## src/rtl/bf_pkg.sv

```systemverilog
// Shared definitions for the bf I/O bridge: CPU transfer direction encoding and bridge FSM states.
package bf_pkg;

    localparam logic BF_DIR_READ  = 1'b0;
    localparam logic BF_DIR_WRITE = 1'b1;

    typedef enum logic [1:0] {
        ST_IDLE     = 2'd0,
        ST_ACK      = 2'd1,
        ST_WAIT_LOW = 2'd2
    } bf_state_t;

endpackage

```

## src/rtl/bf_byte_fifo.sv

```systemverilog
// Byte FIFO with wrap-bit pointers; push/pop take effect on the clock edge, dout shows the head combinationally.
// Push is ignored when full and pop is ignored when empty; storage is not reset, so use empty to mask dout.
module bf_byte_fifo #(
    parameter int DEPTH = 4
) (
    input  logic       clk,
    input  logic       rst_n,
    input  logic       i_push,
    input  logic       i_pop,
    input  logic [7:0] i_din,
    output logic [7:0] o_dout,
    output logic       o_full,
    output logic       o_empty
);

    localparam int AW = $clog2(DEPTH);

    logic [7:0]  r_mem [DEPTH];
    logic [AW:0] r_wr_ptr;
    logic [AW:0] r_rd_ptr;
    logic        w_do_push;
    logic        w_do_pop;

    // The extra MSB on each pointer tells full apart from empty when the addresses match.
    assign o_full    = (r_wr_ptr[AW-1:0] == r_rd_ptr[AW-1:0]) && (r_wr_ptr[AW] != r_rd_ptr[AW]);
    assign o_empty   = (r_wr_ptr == r_rd_ptr);
    assign w_do_push = i_push && !o_full;
    assign w_do_pop  = i_pop && !o_empty;
    assign o_dout    = r_mem[r_rd_ptr[AW-1:0]];

    always_ff @(posedge clk) begin
        if (w_do_push) begin
            r_mem[r_wr_ptr[AW-1:0]] <= i_din;
        end
    end

    always_ff @(posedge clk or negedge rst_n) begin
        if (!rst_n) begin
            r_wr_ptr <= '0;
            r_rd_ptr <= '0;
        end else begin
            if (w_do_push) r_wr_ptr <= r_wr_ptr + 1'b1;
            if (w_do_pop)  r_rd_ptr <= r_rd_ptr + 1'b1;
        end
    end

endmodule

```

## src/rtl/bf_io_bridge.sv

```systemverilog
// Bridges the CPU io_req/io_ack port to host byte streams through TX and RX FIFOs; ack one cycle after acceptance.
// Writes stall only while TX is full, reads only while RX is empty (BF_IO_EOF_EN: reads at EOF return EOF_VALUE).
module bf_io_bridge
    import bf_pkg::*;
#(
    parameter int         FIFO_DEPTH = 4,
    parameter logic [7:0] EOF_VALUE  = 8'h00
) (
    input  logic       clk,
    input  logic       rst_n,
    input  logic       io_req,
    input  logic       io_dir,
    input  logic [7:0] io_wdata,
    output logic       io_ack,
    output logic [7:0] io_rdata,
    output logic       out_valid,
    output logic [7:0] out_data,
    input  logic       out_ready,
    input  logic       in_valid,
    input  logic [7:0] in_data,
    output logic       in_ready,
    input  logic       in_eof
);

    bf_state_t  r_state;
    logic       r_ack;
    logic [7:0] r_rdata;

    logic       w_idle_req;
    logic       w_tx_push;
    logic       w_tx_pop;
    logic       w_tx_full;
    logic       w_tx_empty;
    logic       w_rx_push;
    logic       w_rx_pop;
    logic       w_rx_full;
    logic       w_rx_empty;
    logic [7:0] w_rx_dout;
    logic       w_eof_go;

    assign w_idle_req = (r_state == ST_IDLE) && io_req;
    assign w_tx_push  = w_idle_req && (io_dir == BF_DIR_WRITE) && !w_tx_full;
    assign w_rx_pop   = w_idle_req && (io_dir == BF_DIR_READ) && !w_rx_empty;
    assign w_tx_pop   = out_valid && out_ready;
    assign w_rx_push  = in_valid && in_ready;

`ifdef BF_IO_EOF_EN
    // Buffered host data always drains before EOF is reported.
    assign w_eof_go = w_idle_req && (io_dir == BF_DIR_READ) && w_rx_empty && in_eof;
`else
    assign w_eof_go = in_eof & 1'b0;
`endif

    assign io_ack    = r_ack;
    assign io_rdata  = r_rdata;
    assign out_valid = !w_tx_empty;
    assign in_ready  = !w_rx_full;

    always_ff @(posedge clk or negedge rst_n) begin
        if (!rst_n) begin
            r_state <= ST_IDLE;
            r_ack   <= 1'b0;
            r_rdata <= 8'h00;
        end else begin
            case (r_state)
                ST_IDLE: begin
                    r_ack <= 1'b0;
                    if (w_tx_push) begin
                        r_ack   <= 1'b1;
                        r_state <= ST_ACK;
                    end else if (w_rx_pop || w_eof_go) begin
                        r_rdata <= w_eof_go ? EOF_VALUE : w_rx_dout;
                        r_ack   <= 1'b1;
                        r_state <= ST_ACK;
                    end
                end
                ST_ACK: begin
                    r_ack   <= 1'b0;
                    r_state <= ST_WAIT_LOW;
                end
                ST_WAIT_LOW: begin
                    r_ack <= 1'b0;
                    if (!io_req) r_state <= ST_IDLE;
                end
                default: begin
                    r_ack   <= 1'b0;
                    r_state <= ST_IDLE;
                end
            endcase
        end
    end

    bf_byte_fifo #(.DEPTH(FIFO_DEPTH)) u_tx_fifo (
        .clk     (clk),
        .rst_n   (rst_n),
        .i_push  (w_tx_push),
        .i_pop   (w_tx_pop),
        .i_din   (io_wdata),
        .o_dout  (out_data),
        .o_full  (w_tx_full),
        .o_empty (w_tx_empty)
    );

    bf_byte_fifo #(.DEPTH(FIFO_DEPTH)) u_rx_fifo (
        .clk     (clk),
        .rst_n   (rst_n),
        .i_push  (w_rx_push),
        .i_pop   (w_rx_pop),
        .i_din   (in_data),
        .o_dout  (w_rx_dout),
        .o_full  (w_rx_full),
        .o_empty (w_rx_empty)
    );

endmodule

```

## config.mk

```make
export PLATFORM = sky130hd
export DESIGN_NAME = bf_io_bridge
export DESIGN_NICKNAME = d
export VERILOG_FILES = /design/src/rtl/bf_pkg.sv /design/src/rtl/bf_byte_fifo.sv /design/src/rtl/bf_io_bridge.sv
export SDC_FILE = /design/constraint.sdc
export NUM_CORES = 1
export LEC_CHECK = 0
export CORE_MARGIN = 2
export CORE_UTILIZATION = 37
export CTS_CLUSTER_DIAMETER = 150
export CTS_CLUSTER_SIZE = 10
export DETAILED_ROUTE_END_ITERATION = 10
export SYNTH_ARGS = -nofsm -noshare
export SYNTH_HDL_FRONTEND = slang
export SYNTH_SLANG_ARGS = --single-unit
```

## constraint.sdc

```tcl
create_clock -name clk -period 2.9 [get_ports clk]
set_input_delay 0.725 -clock clk [delete_from_list [all_inputs] [get_ports clk]]
set_output_delay 0.725 -clock clk [all_outputs]
set_load 0.1 [all_outputs]
```

==> impl_metrics.csv <==
group,metric,value,unit
logic_synthesis,synth_area,3530,um^2
setup_path,crit_path_max_fanout,11,
setup_path,crit_chain,"xor2_1 -> or3_1 -> buf_12",
place,gp_congestion,0.685,
final_layout,final_common_cell,"edfxtp_1",
place,io_buffers,40,
final_layout,most-common-layout-cells,"edfxtp_1, buf_4, dfrtp_1",
detailed_routing,drt-initial-drc-count,72,
grt,grt_usage,12.2,%
detailed_routing,ant_nets,0,
timing,worst_pin_slew,0.566,ns
floorplanning,start_util,38.2,%
setup_path,startpoint_type,"register",
timing,min_period,2.57,ns
clocking,cts_resized,0,
setup_path,cp_slowest_stage_delay,0.65,ns
floorplanning,core_area,9240,um^2
clocking,cts.sinks,87,
final_layout,diodes,0,
detailed_routing,firstDrtPassIters,4,
logic_synthesis,syn_avg_cell_area,20.1,um^2
place,dp_hpwl,3760,um
timing,timing.fmax,388,MHz
setup_path,startpoint,"u_tx_fifo.r_rd_ptr[1]$_DFFE_PN0P_",
timing,rsz0062_at_grt,"no",
clocking,path_clk_slew,0.08,ns
grt,grt_max_degree,24,
setup_path,r2r_slack,0.83,ns
clocking,clk_path_buf_depth,2,
clocking,cts_hold_buf,0,
grt,grt_pass1_wl,9060,um
timing,relSlewSlack,62.3,%
clocking,htree_num_levels,3,
setup_path,slowest_stage,"dfrtp_1",
floorplanning,io_pins,42,
floorplanning,die_area,10300,um^2
clocking,post_cts_buffers,0,
floorplanning,die_w,102,um
clocking,cts_buffers,9,
logic_synthesis,synthesis.instances,176,
setup_path,cp.depth,3,
logic_synthesis,synthDistinctLibCells,28,
setup_path,r2r-end,"u_rx_fifo.r_mem[1][5]$_DFFE_PP_",
timing,drv_slew,0,
timing,skew,0.00642,ns
setup_path,crit_family,"flip-flops",
setup_path,required,2.17,ns
clocking,root_buffer,"clkbuf_8",
detailed_routing,drt-total-wl,5830,um
detailed_routing,via_per_inst,4.64,
logic_synthesis,seq_area_frac_synth,70.7,%
setup_path,worst_setup_path_end_kind,"primary output",
setup_path,reg2regPathDepth,3,
setup_path,critical_path_buf_inv_count,1,
timing,setup_viol,0,
clocking,cts_tree,"done",
final_layout,fin_nets,264,
floorplanning,die_h,102,um
final_layout,areaGrowthSynthToFinish,22.4,%
timing,fin_crit_sh,88.8,%
final_layout,drive_gt1_share,29.7,%
clocking,clk_latency,0.35,ns
status,status,"finished, final reports clean",
run,drv_cap,0,
min_path,min_path_type,"register to register",
detailed_routing,drc,0,
timing,hold_violations,0,
floorplanning,num_rows,35,
logic_synthesis,ys_ff_latch,87,
grt,grt_pass1_vias,1785,
setup_path,cp-endpoint,"out_valid",
min_path,holdPathStages,1,
detailed_routing,wl_per_cell,16.0,um
logic_synthesis,ys_warn_count,0,
grt,gr-total-overflow,0,
timing,tns,0,ns
setup_path,path_class,"register to primary output",
grt,antenna_found_initial,0,
setup_path,crit_arrival,1.85,ns
setup_path,r2r_start,"u_rx_fifo.r_rd_ptr[1]$_DFFE_PN0P_",
detailed_routing,num_vias,1695,
logic_synthesis,syn_nets,209,
## sequential cells by signal, indices dropped and copies added, names as in the netlist
signal              count
u_rx_fifo.r_mem        32
u_tx_fifo.r_mem        32
io_rdata                8
u_rx_fifo.r_rd_ptr      3
u_rx_fifo.r_wr_ptr      3
u_tx_fifo.r_rd_ptr      3
u_tx_fifo.r_wr_ptr      3
r_state                 2
io_ack                  1
## cells by family (layout without fill, tap and decap cells)
logic type | after synthesis | after routing | share of synthesized area (%)
buf+inv | 11 | 71 | 1.84
fa+ha+maj | 10 | 10 | 3.54
mux | 29 | 29 | 15.1
xor+xnor | 17 | 17 | 4.22
compound gates | 8 | 8 | 2.16
flops | 87 | 87 | 70.7
simple gates | 14 | 14 | 2.48
## through the flow
step / std cells / instance area, um^2 / util (%) / hold WS [ns] / setup slack, ns
6_report: 365 / 4320 / 46.8 / 0.488 / 0.325
5_1_grt: 365 / 4320 / 46.8 / 0.524 / 0.215
3_5_place_dp: 349 / 4110 / 44.5 / 0.478 / 0.336
3_3_place_gp: 349 / 4110 / 44.5 / 0.478 / 0.356
4_1_cts: 365 / 4320 / 46.8 / 0.491 / 0.260
2_1_floorplan: 176 / 3530 / - / 0.429 / 0.540
## metal layers
metal | share of wire, % | track usage (%) | vias up
met5 | 0 | 0 | -
met4 | 1.0 | 4.37 | 0
met3 | 5.4 | 3.86 | 8
met2 | 50 | 20.9 | 46
met1 | 43 | 14.4 | 847
li1 | - | - | 794
## area by class of cell
cell class                      count  area, um^2
Fill cell                         799        4920
Sequential cell                    87        2500
Multi-Input combinational cell     78         970
Timing Repair Buffer               49         458
Tap cell                          129         161
Clock buffer                       10         128
Clock inverter                      6        85.1
Inverter                            6        22.5
## cells in the mapped netlist
cell type / instances / area share (%)
o31a_1: 1 / 0.25
mux2i_1: 1 / 0.28
ha_1: 10 / 3.5
o311ai_0: 1 / 0.25
xor2_1: 8 / 2.0
and2_1: 6 / 1.1
nor4b_1: 1 / 0.25
nand3_1: 1 / 0.14
a31oi_1: 1 / 0.18
a31oi_2: 1 / 0.35
inv_1: 6 / 0.64
nor4bb_1: 1 / 0.28
o31ai_2: 1 / 0.35
mux2_2: 2 / 0.64
edfxtp_1: 64 / 54
mux4_2: 16 / 10
mux2_1: 3 / 0.96
xnor2_1: 9 / 2.2
or2_1: 2 / 0.35
nand2_1: 2 / 0.21
buf_2: 1 / 0.14
o31a_2: 1 / 0.28
buf_4: 2 / 0.42
buf_6: 2 / 0.64
or3_1: 1 / 0.18
mux2_4: 7 / 3.0
o311ai_1: 2 / 0.50
dfrtp_1: 23 / 16
## worst min-delay path by stage
stage                                                    to                         startpoint
after floorplan                            io_ack$_DFF_PN0_                              rst_n
after global placement    u_rx_fifo.r_wr_ptr[2]$_DFFE_PN0P_  u_rx_fifo.r_wr_ptr[2]$_DFFE_PN0P_
after CTS                 u_rx_fifo.r_wr_ptr[2]$_DFFE_PN0P_  u_rx_fifo.r_wr_ptr[2]$_DFFE_PN0P_
final                     u_rx_fifo.r_wr_ptr[2]$_DFFE_PN0P_  u_rx_fifo.r_wr_ptr[2]$_DFFE_PN0P_
after global routing      u_rx_fifo.r_wr_ptr[2]$_DFFE_PN0P_  u_rx_fifo.r_wr_ptr[2]$_DFFE_PN0P_
after detailed placement  u_rx_fifo.r_wr_ptr[2]$_DFFE_PN0P_  u_rx_fifo.r_wr_ptr[2]$_DFFE_PN0P_
Power is not shown: default switching activity piles up to over one toggle a cycle in this logic, so the estimate is an artifact.
